**src/rtl/sr_pkg.sv**
```systemverilog
// Shared types and sizing helpers for the SR command driver.
// Optional readback checking is enabled by defining SR_READBACK_EN.
package sr_pkg;

    // Widest bit index a captured command can carry (supports banks up to 256 bits)
    localparam int unsigned CMD_IDX_W = 8;

    typedef enum logic [1:0] {
        IDLE  = 2'd0,
        PULSE = 2'd1,
        GAP   = 2'd2,
        CHECK = 2'd3
    } state_t;

    typedef struct packed {
        logic [CMD_IDX_W-1:0] idx;
        logic                 val;
    } cmd_t;

    // Counter width able to hold the larger of the pulse/gap lengths
    function automatic int unsigned cnt_w(input int unsigned pulse, input int unsigned gap);
        int unsigned m;
        m = (pulse > gap) ? pulse : gap;
        return $clog2(m + 1);
    endfunction

endpackage

```
**src/rtl/sr_pulse_timer.sv**
```systemverilog
// Loadable down-counter shared by the PULSE and GAP phases; stops at zero.
module sr_pulse_timer #(
    parameter int unsigned W = 1
) (
    input  logic         clk,
    input  logic         rst,
    input  logic         load,
    input  logic [W-1:0] val,
    output logic         done_c
);

    logic [W-1:0] cnt_q;

    // Load takes priority; otherwise count down and hold at zero
    always_ff @(posedge clk) begin
        if (rst) begin
            cnt_q <= '0;
        end else if (load) begin
            cnt_q <= val;
        end else if (cnt_q != '0) begin
            cnt_q <= cnt_q - W'(1);
        end
    end

    assign done_c = (cnt_q == '0);

endmodule

```
**src/rtl/sr_cmd_driver.sv**
```systemverilog
// Command-side driver for a bank of SR flip-flops: turns per-bit level requests
// into single registered S/R pulses, never asserting S and R together, and keeps
// a shadow of the bank state. Define SR_READBACK_EN to add a post-pulse Q check.
module sr_cmd_driver
    import sr_pkg::*;
#(
    parameter int unsigned N            = 8,
    parameter int unsigned PULSE_CYCLES = 1,
    parameter int unsigned GAP_CYCLES   = 1
) (
    input  logic                    clk,
    input  logic                    rst,
`ifdef SR_READBACK_EN
    input  logic [N-1:0]            q_in,
    output logic                    chk_err,
`endif
    input  logic                    req_valid,
    output logic                    req_ready,
    input  logic [$clog2(N)-1:0]    req_idx,
    input  logic                    req_val,
    input  logic                    req_force,
    output logic [N-1:0]            s_out,
    output logic [N-1:0]            r_out,
    output logic [N-1:0]            shadow_q,
    output logic                    busy
);

    localparam int unsigned IDX_W      = $clog2(N);
    localparam int unsigned CNT_W      = cnt_w(PULSE_CYCLES, GAP_CYCLES);
    localparam logic [CNT_W-1:0] PULSE_LOAD = CNT_W'(PULSE_CYCLES - 1);
    localparam logic [CNT_W-1:0] GAP_LOAD   = CNT_W'((GAP_CYCLES == 0) ? 0 : GAP_CYCLES - 1);
    localparam bit   HAS_GAP    = (GAP_CYCLES != 0);
`ifdef SR_READBACK_EN
    localparam state_t POST_STATE = CHECK;
`else
    localparam state_t POST_STATE = IDLE;
`endif

    state_t           state_q, state_d;
    cmd_t             cmd_q, cmd_d;
    logic [N-1:0]     shadow_d, s_d, r_d;
    logic [N-1:0]     req_mask, cmd_mask;
    logic             idx_ok, cur_bit;
    logic             tmr_load, tmr_done_c;
    logic [CNT_W-1:0] tmr_val;
`ifdef SR_READBACK_EN
    logic             chk_err_d;
`endif

    // One-hot decodes of the incoming and captured indices
    assign req_mask = N'(1) << req_idx;
    assign cmd_mask = N'(1) << cmd_q.idx;
    assign idx_ok   = (32'(req_idx) < N);
    assign cur_bit  = |(shadow_q & req_mask);

    assign req_ready = (state_q == IDLE);
    assign busy      = (state_q != IDLE);

    sr_pulse_timer #(.W(CNT_W)) u_timer (
        .clk    (clk),
        .rst    (rst),
        .load   (tmr_load),
        .val    (tmr_val),
        .done_c (tmr_done_c)
    );

    // State register
    always_ff @(posedge clk) begin
        if (rst) begin
            state_q <= IDLE;
        end else begin
            state_q <= state_d;
        end
    end

    // Next-state, pulse and shadow update logic
    always_comb begin
        state_d  = state_q;
        cmd_d    = cmd_q;
        shadow_d = shadow_q;
        s_d      = '0;
        r_d      = '0;
        tmr_load = 1'b0;
        tmr_val  = '0;
`ifdef SR_READBACK_EN
        chk_err_d = chk_err;
`endif
        case (state_q)
            IDLE: begin
                if (req_valid && idx_ok && ((cur_bit != req_val) || req_force)) begin
                    cmd_d.idx = CMD_IDX_W'(req_idx);
                    cmd_d.val = req_val;
                    s_d       = req_val ? req_mask : '0;
                    r_d       = req_val ? '0 : req_mask;
                    state_d   = PULSE;
                    tmr_load  = 1'b1;
                    tmr_val   = PULSE_LOAD;
                end
            end
            PULSE: begin
                if (tmr_done_c) begin
                    shadow_d = cmd_q.val ? (shadow_q | cmd_mask) : (shadow_q & ~cmd_mask);
                    if (HAS_GAP) begin
                        state_d  = GAP;
                        tmr_load = 1'b1;
                        tmr_val  = GAP_LOAD;
                    end else begin
                        state_d = POST_STATE;
                    end
                end else begin
                    s_d = s_out;
                    r_d = r_out;
                end
            end
            GAP: begin
                if (tmr_done_c) begin
                    state_d = POST_STATE;
                end
            end
            CHECK: begin
`ifdef SR_READBACK_EN
                if ((|(q_in & cmd_mask)) != cmd_q.val) begin
                    chk_err_d = 1'b1;
                end
`endif
                state_d = IDLE;
            end
            default: state_d = IDLE;
        endcase
    end

    // Registered outputs, captured command and shadow state
    always_ff @(posedge clk) begin
        if (rst) begin
            cmd_q    <= '0;
            s_out    <= '0;
            r_out    <= '0;
            shadow_q <= '0;
`ifdef SR_READBACK_EN
            chk_err  <= 1'b0;
`endif
        end else begin
            cmd_q    <= cmd_d;
            s_out    <= s_d;
            r_out    <= r_d;
            shadow_q <= shadow_d;
`ifdef SR_READBACK_EN
            chk_err  <= chk_err_d;
`endif
        end
    end

endmodule

```
**config.mk**
```make
export PLATFORM = sky130hd
export DESIGN_NAME = sr_cmd_driver
export DESIGN_NICKNAME = d
export VERILOG_FILES = /design/src/rtl/sr_pkg.sv /design/src/rtl/sr_pulse_timer.sv /design/src/rtl/sr_cmd_driver.sv
export SDC_FILE = /design/constraint.sdc
export NUM_CORES = 1
export LEC_CHECK = 0
export ABC_CLOCK_PERIOD_IN_PS = 3300
export BUFFER_PORTS_ARGS = -buffer_cell sky130_fd_sc_hd__buf_2
export CORE_ASPECT_RATIO = 0.6
export CORE_MARGIN = 2
export CORE_UTILIZATION = 25
export CTS_CLUSTER_DIAMETER = 200
export DETAILED_ROUTE_END_ITERATION = 10
export GPL_ROUTABILITY_DRIVEN = 0
export PLACE_DENSITY_LB_ADDON = 0.12
export REMOVE_ABC_BUFFERS = 1
export SLEW_MARGIN = 10
export SYNTH_ARGS = -nofsm -noshare
export SYNTH_HDL_FRONTEND = slang
export SYNTH_SLANG_ARGS = --single-unit
```
**constraint.sdc**
```tcl
create_clock -name clk -period 3.3 [get_ports clk]
set_input_delay 0.33 -clock clk [delete_from_list [all_inputs] [get_ports clk]]
set_output_delay 0.33 -clock clk [all_outputs]
set_load 0.01 [all_outputs]
```
### After elaboration in Yosys (flattened, before gate mapping)

Index checks and enable logic that the tools add are counted.

* register bits after elaboration: 31
* bits of input ports: 8
* output and inout port bits: 26

* add/sub/neg operators: 1
* eq/ne operators: 7
* shifts and indexed selects: 2
* muxes and demuxes: 15
* bitwise logic cells: 5
* reduce and logical (&&, ||, !) cells: 9

Operator list (number)
* $mux W8: 6
* $pmux W8 S2: 2
* $and A8 B8 Y8: 2
* $shl A1 B3 Y8 const A: 2
* $not A8 Y8: 1
* $or A8 B8 Y8: 1
* $pmux W2 S4: 1
* $reduce_or A8 Y1: 1
* $mux W2: 3
* $eq A2 B2 Y1 const B: 2
* $ne A2 B2 Y1 const B: 2
* $reduce_and A2 Y1: 2
* $reduce_and A3 Y1: 1
* $reduce_or A3 Y1: 1
* $eq A2 B1 Y1 const B: 1
* $logic_not A2 Y1: 1
* $mux W1: 2
* $ne A2 B1 Y1 const B: 1
* $pmux W1 S2: 1
* $reduce_bool A2 Y1: 1
* $logic_and A1 B1 Y1: 1
* $logic_or A1 B1 Y1: 1
* $ne A1 B1 Y1: 1
* $not A1 Y1: 1
* $sub A1 B1 Y1 const B: 1

### Logic depth before layout (Yosys ltp)

* depth after elaboration: 9
* depth in mapped cells: 6
* depth with buffers taken out: 5

### Cells and area by module

Synthesis repeated with hierarchy kept, for this count alone.

* cells, all modules: 152
* area, all modules: 1392.6 µm²

By module, submodules not included
* sr_cmd_driver: instances 1, cells each 149, area each 1360.1 µm², seq. area each 600.6 µm²
* sr_pulse_timer: instances 1, cells each 3, area each 32.5 µm², seq. area each 20.0 µm²

### Worst setup path before layout

Ideal clock, no wire load.

* path kind: input port to flip-flop
* start point: input port req_idx[0]
* end point: register cmd_q[0] (netlist bit)
* setup time: 0.072 ns
* arrival time: 1.441 ns
* data required time: 3.228 ns
* slack: 1.787 ns
* stages on the path: 6
* buffers on the path: 1
* path through: buf_6 mux2i_2 a22oi_4 and4b_4 nor3_4 mux2i_1

* longest elaborated chain between the ends: 7

RTL lines
* start, declared: RTL line sr_cmd_driver.sv:19 `input logic [$clog2(N)-1:0] req_idx,`
* $shl A1 B3 Y8: RTL line sr_cmd_driver.sv:51 `assign req_mask = N'(1) << req_idx;`
* $and A8 B8 Y8: RTL line sr_cmd_driver.sv:54 `assign cur_bit = |(shadow_q & req_mask);`
* $reduce_or A8 Y1: RTL line sr_cmd_driver.sv:54
* $ne A1 B1 Y1: RTL line sr_cmd_driver.sv:90 `if (req_valid && idx_ok && ((cur_bit != req_val) || req_force)) begin`
* $logic_or A1 B1 Y1: RTL line sr_cmd_driver.sv:90
* $logic_and A1 B1 Y1: RTL line sr_cmd_driver.sv:90
* $reduce_and A2 Y1 (no source line)
* end signal, assigned: RTL line sr_cmd_driver.sv:143 `cmd_q <= cmd_d;`
* end, declared: RTL line sr_cmd_driver.sv:40 `cmd_t cmd_q, cmd_d;`

Every way passes these cells.
A chain may end at the register's enable or synchronous reset.

### Worst setup path after layout

* start point: register state_q[1]
* end point: register r_out[2]

* longest elaborated chain between the ends: 2
* elaborated cells on any way between the ends: 4

RTL lines
* start, declared: RTL line sr_cmd_driver.sv:39 `state_t state_q, state_d;`
* start signal, assigned: RTL line sr_cmd_driver.sv:72 `state_q <= state_d;`
* $eq A2 B1 Y1 or $logic_not A2 Y1 (tied branches): RTL line sr_cmd_driver.sv:88 `case (state_q)`
* $pmux W8 S2 or $ne A2 B2 Y1 (tied branches)
* end signal, assigned: RTL line sr_cmd_driver.sv:145 `r_out <= r_d;`
* end, declared: RTL line sr_cmd_driver.sv:23 `output logic [N-1:0] r_out,`

Several ways; a longest one is shown, not always the timed one.

==> reports/metrics.json <==
{
  "numClockSinks": {"value": 31},
  "grt_first_pass_wirelength": {"value": 5610, "unit": "µm"},
  "crit_path_cell_trace": {"value": "and3b_1 > nor4_1 > a32oi_1 > nor2_1"},
  "grt_util_all_layers": {"value": 12.6, "unit": "%"},
  "multi_input_logic_area": {"value": 701, "unit": "µm²"},
  "timing_worst_setup_path_type": {"value": "reg2reg"},
  "finalWorstSetupSlack": {"value": 1510, "unit": "ps"},
  "post-cts-setup-buffer-count": {"value": 0},
  "static-leakage-power": {"value": 0.719, "unit": "nW"},
  "status": {"value": "finished clean"},
  "layout_common_cells": {"value": "sky130_fd_sc_hd__buf_2, sky130_fd_sc_hd__dfxtp_1, sky130_fd_sc_hd__nor2_1"},
  "final_layout_size_suffix_gt1_share": {"value": 27.8, "unit": "%"},
  "timing.final.max_slew_violations": {"value": 0},
  "die-area": {"value": 6080, "unit": "µm²"},
  "vias_per_cell": {"value": 4.81},
  "worst-endpoint-arrival": {"value": 2000, "unit": "ps"},
  "worst_slew_pin_slew": {"value": 665, "unit": "ps"},
  "hp-class": {"value": "in2reg"},
  "cts_tree": {"value": "built"},
  "critPathLaunch": {"value": "state_q[1]"},
  "synth_enable_flop_cells": {"value": 0},
  "timing.critical_path.required": {"value": 3510, "unit": "ps"},
  "cts.root.buffer_cell": {"value": "sky130_fd_sc_hd__clkbuf_8"},
  "h-tree-depth": {"value": 2},
  "final_instance_area": {"value": 1680, "unit": "µm²"},
  "synth-seq-area-share": {"value": 45.5, "unit": "%"},
  "rsz0062_at_grt": {"value": "no"},
  "max-clock-path-buffers": {"value": 2},
  "sequential_cell_area": {"value": 621, "unit": "µm²"},
  "layout-area-overhead-vs-synth": {"value": 23.5, "unit": "%"},
  "placement.io_buffers": {"value": 33},
  "final_core_utilization": {"value": 32.7, "unit": "%"},
  "setup_tns": {"value": 0, "unit": "ps"},
  "via_count_of_the_first_global_routing_pass": {"value": 1108},
  "timing.final.crit_share": {"value": 54.3, "unit": "%"},
  "postCtsResizedCells": {"value": 0},
  "final.hold.worst_slack": {"value": 353, "unit": "ps"},
  "clock-skew-final": {"value": 3.81, "unit": "ps"},
  "pin_count": {"value": 34},
  "cts-buffers-inserted": {"value": 5},
  "setup.worst_path.start_class": {"value": "flip-flop"},
  "maxSlewHeadroom": {"value": 55.6, "unit": "%"},
  "hold_path.startpoint": {"value": "req_idx[1]"},
  "mostFrequentLayoutCell": {"value": "sky130_fd_sc_hd__buf_2"},
  "core_area": {"value": 5150, "unit": "µm²"},
  "pin_count_of_the_biggest_net_entering_global_routing": {"value": 35},
  "hold_path_end": {"value": "cmd_q[2]"},
  "power.density_cell_area": {"value": 476, "unit": "nW/µm²"},
  "post-route-drc-count": {"value": 0},
  "nFillCells": {"value": 550},
  "vias": {"value": 1184},
  "power.ir.vdd_worst": {"value": 0.000145, "unit": "V"},
  "postSynth.asyncResetShare": {"value": 0, "unit": "%"},
  "route.antenna.remaining_nets": {"value": 0},
  "worstSkewPairLatency": {"value": 280, "unit": "ps"},
  "worstReg2RegStart": {"value": "state_q[1]"},
  "final_hold_viol_count": {"value": 0},
  "routed_wire_length_per_instance": {"value": 14.4, "unit": "µm"},
  "detailed_place.area": {"value": 1580, "unit": "µm²"},
  "cp_max_stage_delay": {"value": 640, "unit": "ps"},
  "dp_worst_setup_slack": {"value": 1300, "unit": "ps"},
  "count_of_cells_along_the_worst_register_to_register_path": {"value": 4},
  "max_freq": {"value": 0.558, "unit": "GHz"},
  "setup_viol_count_final": {"value": 0},
  "hold_path_depth": {"value": 3},
  "grt_antenna_before_repair": {"value": 0},
  "ys_dominant_reg_cell": {"value": "sky130_fd_sc_hd__dfxtp_1"},
  "post_synth_instance_area": {"value": 1360, "unit": "µm²"},
  "first_pass_iters": {"value": 4},
  "path_clk_slew": {"value": 60, "unit": "ps"},
  "drv_cap": {"value": 0},
  "synth.yosys.warnings": {"value": 0},
  "detail_route.iter0.violations": {"value": 49},
  "ctsHoldBuffers": {"value": 0},
  "globalRoute.totalOverflow": {"value": 0},
  "final_period_minus_worst_setup_slack": {"value": 1790, "unit": "ps"},
  "num-nets-final": {"value": 187},
  "die_width": {"value": 99.4, "unit": "µm"},
  "reg2reg_to": {"value": "r_out[2]"},
  "synth.lib_cells_used.distinct": {"value": 30},
  "critical_path.max_fanout": {"value": 20},
  "critical-path-slowest-cell": {"value": "sky130_fd_sc_hd__nor4_1"},
  "start_util": {"value": 26.5, "unit": "%"},
  "routed_wirelength": {"value": 3550, "unit": "µm"},
  "die_h": {"value": 61.2, "unit": "µm"},
  "dp_hpwl": {"value": 2560, "unit": "µm"},
  "syn_area_per_cell": {"value": 9.41, "unit": "µm²"},
  "cp-end-kind": {"value": "flip-flop"},
  "ys_seq_elements": {"value": 31},
  "placementRows": {"value": 20},
  "number_of_cells_produced_by_synthesis": {"value": 145},
  "antenna_cells_inserted": {"value": 0},
  "rrSetupSlack": {"value": 1510, "unit": "ps"}
}
[how the worst max path moves through the flow]
stage / end / slack (ps) / depth (start not counted)
2_1_floorplan: s_out[0] / 1820 / 5
3_3_place_gp: cmd_q[2] / 1350 / 6
3_5_place_dp: cmd_q[2] / 1300 / 6
4_1_cts: r_out[2] / 1520 / 4
5_1_grt: s_out[2] / 1320 / 5
6_report: r_out[2] / 1510 / 4
[through the flow]
step	power, W	std cells
after detailed placement	0.000483	238
after CTS	0.000812	246
after global placement	0.000482	238
after global routing	0.000840	246
after floorplan	0.000448	138
final	0.000802	246
[power by group]
part	internal, W	leakage (nW)	switching (W)
logic	0.0000305	0.417	0.0000531
clock network	0.000190	0.0515	0.000137
registers	0.000382	0.251	0.00000917
[worst max-delay path, delay by kind of cell, from the launching register on]
| family | cells | cell delay, ps |
|---|---|---|
| AOI/OAI and AO/OA | 1 | 200 |
| DFF | 1 | 360 |
| and+or+nand+nor | 3 | 1160 |
[Yosys cell counts (2+ instances only)]
master                      n  area [µm²]
sky130_fd_sc_hd__clkbuf_1   5        18.8
sky130_fd_sc_hd__a32oi_1   16         140
sky130_fd_sc_hd__nand3b_1   2        15.0
sky130_fd_sc_hd__mux2i_1   12         120
sky130_fd_sc_hd__nor2b_1    3        18.8
sky130_fd_sc_hd__nor3_1     2        10.0
sky130_fd_sc_hd__nand2b_1   9        56.3
sky130_fd_sc_hd__nand2_1   10        37.5
sky130_fd_sc_hd__nand3_1    6        30.0
sky130_fd_sc_hd__dfxtp_1   31         621
sky130_fd_sc_hd__nor2_1    26        97.6
sky130_fd_sc_hd__a21oi_1    4        20.0
sky130_fd_sc_hd__inv_1      2        7.51
[layer usage]
layer	track usage, %	part of all wire [%]
met1	18.8	55
met2	16.9	40
met3	3.75	5.0
met4	4.70	0.39
met5	0	0
[layout make-up]
cell class                 instances  area share, %
clock buffer                       8           5.94
sequential                        31           36.8
inverter                           2          0.446
multi-input combinational        105           41.6
timing repair buffer              34           10.3
tap                               66           4.90
[logic make-up (layout without fill, tap and decap cells)]
group | after synthesis | count (layout) | synth area share (%)
AOI/OAI and AO/OA | 25 | 25 | 16.4
buffers and inverters | 9 | 44 | 3.12
muxes | 13 | 13 | 9.82
and+or+nand+nor | 66 | 66 | 24.9
DFF | 31 | 31 | 45.5
other | 1 | 1 | 0.275
Note: power is estimated with default switching activity, not from simulation.
